[src/rtl/alu_exec_stage_pkg.sv]
// Shared types and constants for the ALU execute stage and its shift/ALU datapath.
// Widths are fixed here for the 8x16 register file.
package alu_exec_stage_pkg;

  localparam int unsigned K = 16;  // datapath width
  localparam int unsigned N = 3;   // register-number width

  typedef enum logic [2:0] {
    StIdle  = 3'd0,
    StLoadA = 3'd1,
    StLoadB = 3'd2,
    StExec  = 3'd3,
    StWrite = 3'd4
  } state_e;

  typedef enum logic [1:0] {
    OpAdd = 2'b00,
    OpSub = 2'b01,
    OpAnd = 2'b10,
    OpMvn = 2'b11
  } alu_op_e;

  typedef enum logic [1:0] {
    ShNone = 2'b00,
    ShLsl1 = 2'b01,
    ShLsr1 = 2'b10,
    ShAsr1 = 2'b11
  } shift_e;

  // Bit positions within the {Z,N,V} status word
  localparam int unsigned StatZ = 2;
  localparam int unsigned StatN = 1;
  localparam int unsigned StatV = 0;

  function automatic logic [K-1:0] apply_shift(input logic [K-1:0] b, input shift_e sh);
    logic [K-1:0] res;
    unique case (sh)
      ShNone:  res = b;
      ShLsl1:  res = {b[K-2:0], 1'b0};
      ShLsr1:  res = {1'b0, b[K-1:1]};
      ShAsr1:  res = {b[K-1], b[K-1:1]};
      default: res = b;
    endcase
    return res;
  endfunction

endpackage

[src/rtl/alu_exec_stage_if.sv]
// Controller / register-file bundle seen by the execute stage.
// The slave modport is the stage itself; master is the controller plus register file.
interface alu_exec_stage_if;
  import alu_exec_stage_pkg::*;

  logic         start;
  logic [N-1:0] rn;
  logic [N-1:0] rm;
  logic [N-1:0] rd;
  logic [1:0]   alu_op;
  logic [1:0]   shift;
  logic [K-1:0] data_in;
  logic [N-1:0] readnum;
  logic [N-1:0] writenum;
  logic         write;
  logic [K-1:0] wb_data;
  logic [2:0]   status;
  logic         busy;
  logic         done;

  modport master (
    output start, rn, rm, rd, alu_op, shift, data_in,
    input  readnum, writenum, write, wb_data, status, busy, done
  );

  modport slave (
    input  start, rn, rm, rd, alu_op, shift, data_in,
    output readnum, writenum, write, wb_data, status, busy, done
  );

endinterface

[src/rtl/shift_alu.sv]
// Combinational shifter + ALU: shifts B, then computes ADD/SUB/AND/MVN with Z/N/V flags.
// Reusable by the full CPU datapath.
module shift_alu
  import alu_exec_stage_pkg::*;
(
  input  logic [K-1:0] a_i,
  input  logic [K-1:0] b_i,
  input  alu_op_e      op_i,
  input  shift_e       sh_i,
  output logic [K-1:0] result_o,
  output logic         z_o,
  output logic         n_o,
  output logic         v_o
);

  logic [K-1:0] bs;

  always_comb begin
    bs       = apply_shift(b_i, sh_i);
    result_o = '0;
    v_o      = 1'b0;
    unique case (op_i)
      OpAdd: begin
        result_o = a_i + bs;
        v_o      = (a_i[K-1] == bs[K-1]) && (result_o[K-1] != a_i[K-1]);
      end
      OpSub: begin
        result_o = a_i - bs;
        v_o      = (a_i[K-1] != bs[K-1]) && (result_o[K-1] != a_i[K-1]);
      end
      OpAnd:   result_o = a_i & bs;
      OpMvn:   result_o = ~bs;
      default: result_o = '0;
    endcase
    z_o = (result_o == '0);
    n_o = result_o[K-1];
  end

endmodule

[src/rtl/alu_exec_stage.sv]
// Execute stage: reads Rn then Rm, runs shift_alu, and writes C back to Rd.
// One operation every five cycles: LOAD_A, LOAD_B, EXEC, WRITE, then IDLE.
module alu_exec_stage
  import alu_exec_stage_pkg::*;
(
  input  logic             clk,
  input  logic             reset_n,
  alu_exec_stage_if.slave  exec_io
);

  state_e       state_q, state_d;
  logic [N-1:0] rn_q, rm_q, rd_q;
  alu_op_e      op_q;
  shift_e       sh_q;
  logic [K-1:0] a_q, b_q, c_q;
  logic [2:0]   status_q;

  logic [K-1:0] alu_res;
  logic         alu_z, alu_n, alu_v;

  shift_alu u_shift_alu (
    .a_i      (a_q),
    .b_i      (b_q),
    .op_i     (op_q),
    .sh_i     (sh_q),
    .result_o (alu_res),
    .z_o      (alu_z),
    .n_o      (alu_n),
    .v_o      (alu_v)
  );

  always_ff @(posedge clk) begin
    if (!reset_n) begin
      state_q <= StIdle;
    end else begin
      state_q <= state_d;
    end
  end

  always_comb begin
    state_d = state_q;
    unique case (state_q)
      StIdle:  if (exec_io.start) state_d = StLoadA;
      StLoadA: state_d = StLoadB;
      StLoadB: state_d = StExec;
      StExec:  state_d = StWrite;
      StWrite: state_d = StIdle;
      default: state_d = StIdle;
    endcase
  end

  // Field capture only happens in IDLE, so a start while busy cannot disturb them
  always_ff @(posedge clk) begin
    if (!reset_n) begin
      rn_q     <= '0;
      rm_q     <= '0;
      rd_q     <= '0;
      op_q     <= OpAdd;
      sh_q     <= ShNone;
      a_q      <= '0;
      b_q      <= '0;
      c_q      <= '0;
      status_q <= '0;
    end else begin
      unique case (state_q)
        StIdle: begin
          if (exec_io.start) begin
            rn_q <= exec_io.rn;
            rm_q <= exec_io.rm;
            rd_q <= exec_io.rd;
            op_q <= alu_op_e'(exec_io.alu_op);
            sh_q <= shift_e'(exec_io.shift);
          end
        end
        StLoadA: a_q <= exec_io.data_in;
        StLoadB: b_q <= exec_io.data_in;
        StExec: begin
          c_q             <= alu_res;
          status_q[StatZ] <= alu_z;
          status_q[StatN] <= alu_n;
          status_q[StatV] <= alu_v;
        end
        default: ;
      endcase
    end
  end

  always_comb begin
    exec_io.readnum = '0;
    unique case (state_q)
      StLoadA: exec_io.readnum = rn_q;
      StLoadB: exec_io.readnum = rm_q;
      default: exec_io.readnum = '0;
    endcase
    // Gate with reset so an asserted reset never lets a write through
    exec_io.write    = (state_q == StWrite) & reset_n;
    exec_io.done     = (state_q == StWrite);
    exec_io.busy     = (state_q != StIdle);
    exec_io.writenum = rd_q;
    exec_io.wb_data  = c_q;
    exec_io.status   = status_q;
  end

endmodule

[src/flat_wrapper.sv]
// flat-port wrapper written by rule: the top's interface ports become plain ports
module alu_exec_stage_flat import alu_exec_stage_pkg::*;
  (clk, reset_n, exec_io_start, exec_io_rn, exec_io_rm, exec_io_rd, exec_io_alu_op, exec_io_shift, exec_io_data_in, exec_io_readnum, exec_io_writenum, exec_io_write, exec_io_wb_data, exec_io_status, exec_io_busy, exec_io_done);
  alu_exec_stage_if exec_io_i ();
  input  logic clk;
  input  logic reset_n;
  input wire logic [$bits(exec_io_i.start)-1:0] exec_io_start;
  input wire logic [$bits(exec_io_i.rn)-1:0] exec_io_rn;
  input wire logic [$bits(exec_io_i.rm)-1:0] exec_io_rm;
  input wire logic [$bits(exec_io_i.rd)-1:0] exec_io_rd;
  input wire logic [$bits(exec_io_i.alu_op)-1:0] exec_io_alu_op;
  input wire logic [$bits(exec_io_i.shift)-1:0] exec_io_shift;
  input wire logic [$bits(exec_io_i.data_in)-1:0] exec_io_data_in;
  output wire logic [$bits(exec_io_i.readnum)-1:0] exec_io_readnum;
  output wire logic [$bits(exec_io_i.writenum)-1:0] exec_io_writenum;
  output wire logic [$bits(exec_io_i.write)-1:0] exec_io_write;
  output wire logic [$bits(exec_io_i.wb_data)-1:0] exec_io_wb_data;
  output wire logic [$bits(exec_io_i.status)-1:0] exec_io_status;
  output wire logic [$bits(exec_io_i.busy)-1:0] exec_io_busy;
  output wire logic [$bits(exec_io_i.done)-1:0] exec_io_done;
  assign exec_io_i.start = exec_io_start;
  assign exec_io_i.rn = exec_io_rn;
  assign exec_io_i.rm = exec_io_rm;
  assign exec_io_i.rd = exec_io_rd;
  assign exec_io_i.alu_op = exec_io_alu_op;
  assign exec_io_i.shift = exec_io_shift;
  assign exec_io_i.data_in = exec_io_data_in;
  assign exec_io_readnum = exec_io_i.readnum;
  assign exec_io_writenum = exec_io_i.writenum;
  assign exec_io_write = exec_io_i.write;
  assign exec_io_wb_data = exec_io_i.wb_data;
  assign exec_io_status = exec_io_i.status;
  assign exec_io_busy = exec_io_i.busy;
  assign exec_io_done = exec_io_i.done;
  alu_exec_stage u_core (.clk(clk), .reset_n(reset_n), .exec_io(exec_io_i));
endmodule
[config.mk]
export PLATFORM = sky130hd
export DESIGN_NAME = alu_exec_stage_flat
export DESIGN_NICKNAME = d
export VERILOG_FILES = /design/src/rtl/alu_exec_stage_pkg.sv /design/src/rtl/alu_exec_stage_if.sv /design/src/rtl/shift_alu.sv /design/src/rtl/alu_exec_stage.sv /design/src/flat_wrapper.sv
export SDC_FILE = /design/constraint.sdc
export NUM_CORES = 1
export LEC_CHECK = 0
export BUFFER_PORTS_ARGS = -buffer_cell sky130_fd_sc_hd__buf_2
export CORE_UTILIZATION = 60
export CTS_CLUSTER_DIAMETER = 200
export CTS_CLUSTER_SIZE = 14
export DETAILED_ROUTE_END_ITERATION = 10
export PLACE_DENSITY = 0.88
export SLEW_MARGIN = 20
export SYNTH_ARGS = -nofsm -noshare
export SYNTH_HDL_FRONTEND = slang
export SYNTH_SLANG_ARGS = --single-unit
[constraint.sdc]
create_clock -name clk -period 12.4 [get_ports clk]
set_clock_uncertainty 0.2 [all_clocks]
set_input_delay 2.48 -clock clk [delete_from_list [all_inputs] [get_ports clk]]
set_output_delay 2.48 -clock clk [all_outputs]
set_load 0.01 [all_outputs]
==> flow_metrics.env, run 1 <==
export IMPL_grt_pass1_wl_um=20040
export IMPL_start_util_pct=63.26
export IMPL_hold_viol=0
export IMPL_drc_errors=0
export IMPL_place_area_um2=4920
export IMPL_firstDrtPassIters=5
export IMPL_max_stage_delay_ns=0.14
export IMPL_gp_congestion=0.9306
export IMPL_worstSkewPairLatency_ns=0.36
export IMPL_htree_levels=3
export IMPL_die_y_um=90.15
export IMPL_synth_seq_cells=66
export IMPL_syn_area_per_cell_um2=7.435
export IMPL_finalSetupViolCount=0
export IMPL_row_count=31
export IMPL_post_synth_main_area_contributors="dfxtp_1 28%, nand2_1 10%, ha_1 8.6%"
export IMPL_final_nets=723
export IMPL_yosysMostFrequentCell="nand2_1"
export IMPL_synth_top_family_by_area="compound AO/OA/AOI/OAI gates"
export IMPL_p_leak_nw=2.099
export IMPL_min_to="u_core.exec_io.wb_data[14]"
export IMPL_overflow=0
export IMPL_die_area_um2=8126
export IMPL_syn_inst=627
export IMPL_synth_fa_ha_area_share_pct=9.447
export IMPL_worst_slew_margin_rel_pct=29.97
export IMPL_timing_fmax_ghz=0.1797
export IMPL_wire_per_inst_um=15.60
export IMPL_portBuffers=59
export IMPL_synth_compound_area_share_pct=26.65
export IMPL_period_needed_ns=5.565
export IMPL_antenna_cells=0
export IMPL_rsz0062_at_grt="no"
export IMPL_cts_tree="built"
export IMPL_synth_seq_area_share_pct=28.34
export IMPL_synthDistinctLibCells=67
export IMPL_synthMuxAreaShare_pct=5.099
export IMPL_clock_sinks=66
export IMPL_synth_flop_cell="dfxtp_1"
export IMPL_irDropWorstVdd_mv=0.1078
export IMPL_crit_family="buffers and inverters"
export IMPL_ios=60
export IMPL_maxSlewViolCount=0
export IMPL_cts_made_buffers=9
export IMPL_min_path_cells=2
export IMPL_vias=4637
export IMPL_reg2regPathDepth=12
export IMPL_dpl_hpwl_um=8636
export IMPL_cts_resized=0
export IMPL_crit_fanout=7
export IMPL_async_reset_ff_share_pct=0
export IMPL_clk_pin_slew_ns=0.07
export IMPL_postLayoutCellArea_um2=5159
export IMPL_post_route_util_pct=70.00
export IMPL_antenna_found_initial=0
export IMPL_grt_usage_pct=30.11
export IMPL_grt_max_degree=64
export IMPL_synth_edf_count=0
export IMPL_tns_ns=0
export IMPL_slowest_stage="buf_2"
export IMPL_synth_net_count=693
export IMPL_clockRootBuffer="clkbuf_8"
export IMPL_drive_above_1_share_pct=15.41
export IMPL_synth_top_area_cell="dfxtp_1"
export IMPL_crit_path_end_kind="primary output"
export IMPL_synth_simple_gate_area_share_pct=21.42
export IMPL_synth_area_um2=4662
export IMPL_crit_arrival_ns=2.88
export IMPL_drt_iter0_drc=363
export IMPL_worstHoldPathType="reg -> reg"
export IMPL_tightestPinTransition_ns=1.050
export IMPL_drt_wl_total_um=11870
export IMPL_critPathRequiredTime_ns=9.72
export IMPL_r2r_end="u_core.exec_io.status[2]"
export IMPL_yosysWarnings=0
export IMPL_status="finished, final reports clean"
export IMPL_synth_xor_area_share_pct=2.254
export IMPL_area_delta_synth_final_pct=10.65
export IMPL_holdBufCountCts=0
export IMPL_rrSetupSlack_ns=7.72
export IMPL_final_antenna_net_count=0
export IMPL_synthTopCellsByCount="129 x nand2_1, 74 x a21oi_1, 66 x dfxtp_1"
export IMPL_p_total_w=0.0007291
export IMPL_cts_path_max_buffers=2
export IMPL_vias_per_cell=6.093
export IMPL_crit_path_frequent_cell="buf_2"
export IMPL_core_um2=7370
export IMPL_worst_setup_path_start_kind="input pin"
export IMPL_crit_type="in -> out"
export IMPL_timing_rr_start="u_core.sh_q[0]"
export IMPL_synth_top_cell_area_share_pct=28.34
export IMPL_cp_cell_sequence="buf_2 > and2_1 > buf_2"
export IMPL_postCtsSetupRepairBufs=0
export IMPL_grt_pass1_vias=4168
export IMPL_worstHoldStart="u_core.exec_io.wb_data[14]"
export IMPL_drv_cap=0
export IMPL_fin_crit_sh_pct=44.88
export IMPL_die_width_um=90.15
export IMPL_power_density_nw_per_um2=141.3
export IMPL_worst_path_buf_inv=2
## kinds of logic after synthesis
family,count (synthesis)
muxes,22
and+or+nand+nor,227
xor gates and xnor gates,12
adders and majority gates,34
buffers and inverters,75
DFF,66
AOI/OAI and AO/OA,191
## registers in the layout (all words and copies together) (netlist names)
name,flops
u_core.a_q,16
u_core.b_q,16
u_core.exec_io.wb_data,15
u_core.exec_io.status,3
u_core.exec_io.writenum,3
u_core.rm_q,3
u_core.rn_q,3
u_core.state_q,3
u_core.op_q,2
u_core.sh_q,2
## where the power goes
| group | switching [W] | leakage [nW] | internal [W] | total, W |
|---|---|---|---|---|
| combinational | 0.000160 | 1.45 | 0.000102 | 0.000262 |
| sequential | 0.0000231 | 0.537 | 0.000230 | 0.000253 |
| clock | 0.0000967 | 0.114 | 0.000117 | 0.000214 |
## area by class of cell
cell class,count,area [um^2]
clock buffer,9,123.9
clock inverter,7,107.6
fill,631,2211
inverter,33,123.9
multi-input combinational,486,3047
sequential,66,1323
tap,99,123.9
timing repair buffer,61,310.3
## per-stage QoR
step | cells | worst slack, ns | hold slack (ns)
6_report | 761 | 6.835 | 0.2575
5_1_grt | 761 | 6.803 | 0.2785
4_1_cts | 761 | 6.832 | 0.2558
3_5_place_dp | 745 | 6.832 | 0.2458
3_3_place_gp | 745 | 6.835 | 0.2401
2_1_floorplan | 627 | 7.094 | 0.2360
## routing by layer
metal	global-route usage [%]	wire length (um)
met1	42.29	5355
met2	48.47	5428
met3	3.384	868
met4	9.005	217
met5	0	0
## worst max path at each step
stage | startpoint | to | slack [ns] | cells after the start
2_1_floorplan | reset_n | exec_io_write | 7.09 | 1
3_3_place_gp | reset_n | exec_io_write | 6.83 | 3
3_5_place_dp | reset_n | exec_io_write | 6.83 | 3
4_1_cts | reset_n | exec_io_write | 6.83 | 3
5_1_grt | reset_n | exec_io_write | 6.80 | 3
6_report | reset_n | exec_io_write | 6.84 | 3
## worst register-to-register path: stages (launching register included)
cell and delay (ns):
dfxtp_1 0.90, mux2_2 0.46, mux2_2 0.33, fa_1 0.45, nor2_1 0.20, o311ai_2 0.16
a2111oi_1 0.47, nor3b_1 0.12, or3_1 0.35, a31oi_1 0.25, nand4_1 0.10, or4_1 0.43
o31ai_2 0.17
## placed cells by master, fill, tap and decap left out, types with 3 or more instances in the layout
master	count
nand2_1	129
a21oi_1	74
dfxtp_1	65
buf_2	59
nor2_1	44
o21ai_0	32
ha_1	32
inv_1	30
mux2i_1	17
nor3_1	13
a211oi_1	10
nand2b_1	9
o211ai_1	9
clkbuf_8	9
a31oi_1	6
a21o_1	6
xnor2_1	6
xor2_1	6
nand3_1	5
o31ai_1	5
mux2_2	4
nor2b_1	4
o21a_1	4
a2111oi_0	4
o21bai_1	4
a22o_1	3
or4_1	3
a221o_1	3
nand4_1	3
Power figures use the tool's default switching activity.
==> run 2: changes to the inputs <==
ABC_AREA = 1   (was not set)
clock period = 5.2 ns   (was 12.4 ns; I/O delays follow)
==> run 2 against run 1 <==
  * Via count increased by 19%
  * Combinational power rose to 3.8 times the previous value
  * Register-to-register slack got worse by 6.3 ns
  * Largest power group unchanged
  * Highest routed layer unchanged
==> flow_metrics.env, run 2 <==
export IMPL_drive_above_1_share_pct=14.27
export IMPL_drt_iter0_drc=478
export IMPL_reg2regPathDepth=18
export IMPL_gp_congestion=1.013
export IMPL_synthTopCellsByCount="184 x nand2_1, 127 x inv_1, 85 x a21oi_1"
export IMPL_post_synth_main_area_contributors="dfxtp_1 26%, nand2_1 14%, inv_1 9.3%"
export IMPL_worstSkewPairLatency_ns=0.35
export IMPL_fin_crit_sh_pct=72.20
export IMPL_seqPwrFrac_pct=28.6
export IMPL_drc_errors=0
export IMPL_drv_cap=0
export IMPL_place_area_um2=5339
export IMPL_power_switching_w=0.0009523
export IMPL_postLayoutCellArea_um2=5565
export IMPL_crit_type="reg -> reg"
export IMPL_irDropWorstVdd_mv=0.2743
export IMPL_cts_path_max_buffers=2
export IMPL_worstHoldStart="u_core.exec_io.writenum[1]"
export IMPL_clock_sinks=66
export IMPL_synthDistinctLibCells=39
export IMPL_htree_levels=3
export IMPL_crit_path_end_kind="flop"
export IMPL_wire_per_inst_um=15.76
export IMPL_hold_slack_ns=0.2454
export IMPL_pwr_share_clk_pct=23.8
export IMPL_final_nets=916
export IMPL_yosysWarnings=0
export IMPL_synth_area_um2=5112
export IMPL_core_um2=8217
export IMPL_cts_made_buffers=9
export IMPL_portBuffers=59
export IMPL_grt_pass1_vias=4819
export IMPL_firstDrtPassIters=6
export IMPL_postCtsSetupRepairBufs=0
export IMPL_antenna_cells=0
export IMPL_cp_cell_sequence="inv_2 > nand2_1 > o221ai_1 > inv_1 > ha_1 > nor2_1 > nand2_1 > nor2_1 > nand2_1 > nand3_1 > nand2_1 > nand3_1 > nand2_1 > nor2_1 > nand2_1 > nor2_1 > nand3_1 > a21oi_2"
export IMPL_power_density_nw_per_um2=374.5
export IMPL_grt_max_degree=63
export IMPL_hold_viol=0
export IMPL_cts_tree="built"
export IMPL_async_reset_ff_share_pct=0
export IMPL_die_width_um=94.31
export IMPL_layout_commonest_cell="nand2_1"
export IMPL_crit_path_frequent_cell="nand2_1"
export IMPL_critPathRequiredTime_ns=5.29
export IMPL_tightestPinTransition_ns=0.8408
export IMPL_tns_ns=0
export IMPL_syn_inst=815
export IMPL_p_int_w=0.001132
export IMPL_grt_pass1_wl_um=23760
export IMPL_vias_per_cell=5.764
export IMPL_nFillCells=753
export IMPL_drt_wl_total_um=15130
export IMPL_synth_top_area_cell="dfxtp_1"
export IMPL_die_y_um=94.31
export IMPL_die_area_um2=8893
export IMPL_final_antenna_net_count=0
export IMPL_period_needed_ns=3.755
export IMPL_synth_seq_area_share_pct=25.84
export IMPL_swShare_pct=45.69
export IMPL_min_to="u_core.exec_io.writenum[1]"
export IMPL_vias=5533
export IMPL_r2r_end="u_core.exec_io.status[2]"
export IMPL_antenna_found_initial=0
export IMPL_synth_flop_cell="dfxtp_1"
export IMPL_crit_fanout=12
export IMPL_row_count=33
export IMPL_maxSlewViolCount=0
export IMPL_cts_resized=0
export IMPL_min_path_cells=2
export IMPL_area_delta_synth_final_pct=8.860
export IMPL_yosysMostFrequentCell="nand2_1"
export IMPL_max_stage_delay_ns=0.48
export IMPL_syn_area_per_cell_um2=6.273
export IMPL_dpl_hpwl_um=11610
export IMPL_rrSetupSlack_ns=1.45
export IMPL_clk_pin_slew_ns=0.08
export IMPL_clockRootBuffer="clkbuf_8"
export IMPL_grt_usage_pct=35.03
export IMPL_combPwrFrac_pct=47.6
export IMPL_worstHoldPathType="reg -> reg"
export IMPL_synth_seq_cells=66
export IMPL_crit_arrival_ns=3.84
export IMPL_p_leak_nw=2.843
export IMPL_final_cell_mix="183 x nand2_1, 127 x inv_1, 85 x a21oi_1"
export IMPL_synth_net_count=881
export IMPL_synth_top_cell_area_share_pct=25.84
export IMPL_worst_slew_margin_rel_pct=43.79
export IMPL_status="finished, final reports clean"
export IMPL_timing_fmax_ghz=0.2663
export IMPL_finalSetupViolCount=0
export IMPL_overflow=0
export IMPL_rsz0062_at_grt="no"
export IMPL_start_util_pct=62.22
export IMPL_slowest_stage="ha_1"
export IMPL_holdBufCountCts=0
export IMPL_synth_edf_count=0
export IMPL_ios=60
export IMPL_timing_rr_start="u_core.sh_q[1]"
export IMPL_worst_setup_path_start_kind="flop"
## run 2: layout make-up
class                      count  area (um^2)  share of cell area, %
clock buffer                   9        123.9                  2.226
clock inverter                 7        100.1                  1.799
inverter                     136        510.5                  9.173
multi-input combinational    575         3060                  54.99
sequential                    66         1321                  23.74
tap                          105        131.4                  2.361
timing repair buffer          62        317.8                  5.710
## run 2: worst max-delay path by stage
stage,cells past startpoint,start,endpoint
after floorplan,3,reset_n,exec_io_write
after global placement,18,u_core.sh_q[1],u_core.exec_io.status[2]
after detailed placement,18,u_core.sh_q[1],u_core.exec_io.status[2]
after CTS,18,u_core.sh_q[1],u_core.exec_io.status[2]
after global routing,18,u_core.sh_q[1],u_core.exec_io.status[2]
final,18,u_core.sh_q[1],u_core.exec_io.status[2]
## run 2: worst max-delay path, delay by kind of cell, from the launching register on
family                   cells  cell delay (ns)
flip-flops                   1             0.45
AO/OA/AOI/OAI                2             0.53
buffers and inverters        2             0.34
adder cells (fa/ha/maj)      1             0.48
AND/OR/NAND/NOR             13             1.67
## run 2: stage by stage
| stage | power (W) | setup slack, ns | cells | utilization, % |
|---|---|---|---|---|
| 2_1_floorplan | 0.001344 | 2.284 | 815 | - |
| 3_3_place_gp | 0.001543 | 1.768 | 944 | 64.98 |
| 3_5_place_dp | 0.001564 | 1.655 | 944 | 64.98 |
| 4_1_cts | 0.002059 | 1.579 | 960 | 67.70 |
| 5_1_grt | 0.002212 | 1.237 | 960 | 67.73 |
| 6_report | 0.002084 | 1.445 | 960 | 67.73 |
## run 2: logic make-up (layout without fill, tap and decap cells)
family                     Yosys count  count (layout)  synth area share (%)
AOI/OAI and AO/OA                  190             190                 20.78
and+or+nand+nor                    349             349                 30.08
xor gates and xnor gates             2               2                0.3427
adders and majority gates           34              34                 8.615
buffers and inverters              174             214                 14.34
DFF                                 66              66                 25.84
## run 2: routing by layer
metal  track usage (%)  part of all wire [%]  routed length [um]
met5                 0                     0                   0
met4             11.67                   3.1                 466
met3             4.773                   7.3                1109
met2             57.85                    46                6975
met1             46.70                    43                6580
## run 2: power groups by stage
stage / registers (W) / logic [W] / clock network [W]
final: 0.000595 / 0.000992 / 0.000497
after global routing: 0.000599 / 0.00109 / 0.000523
after floorplan: 0.000593 / 0.000751 / 0
after global placement: 0.000601 / 0.000941 / 0
after detailed placement: 0.000605 / 0.000959 / 0
after CTS: 0.000593 / 0.000967 / 0.000499
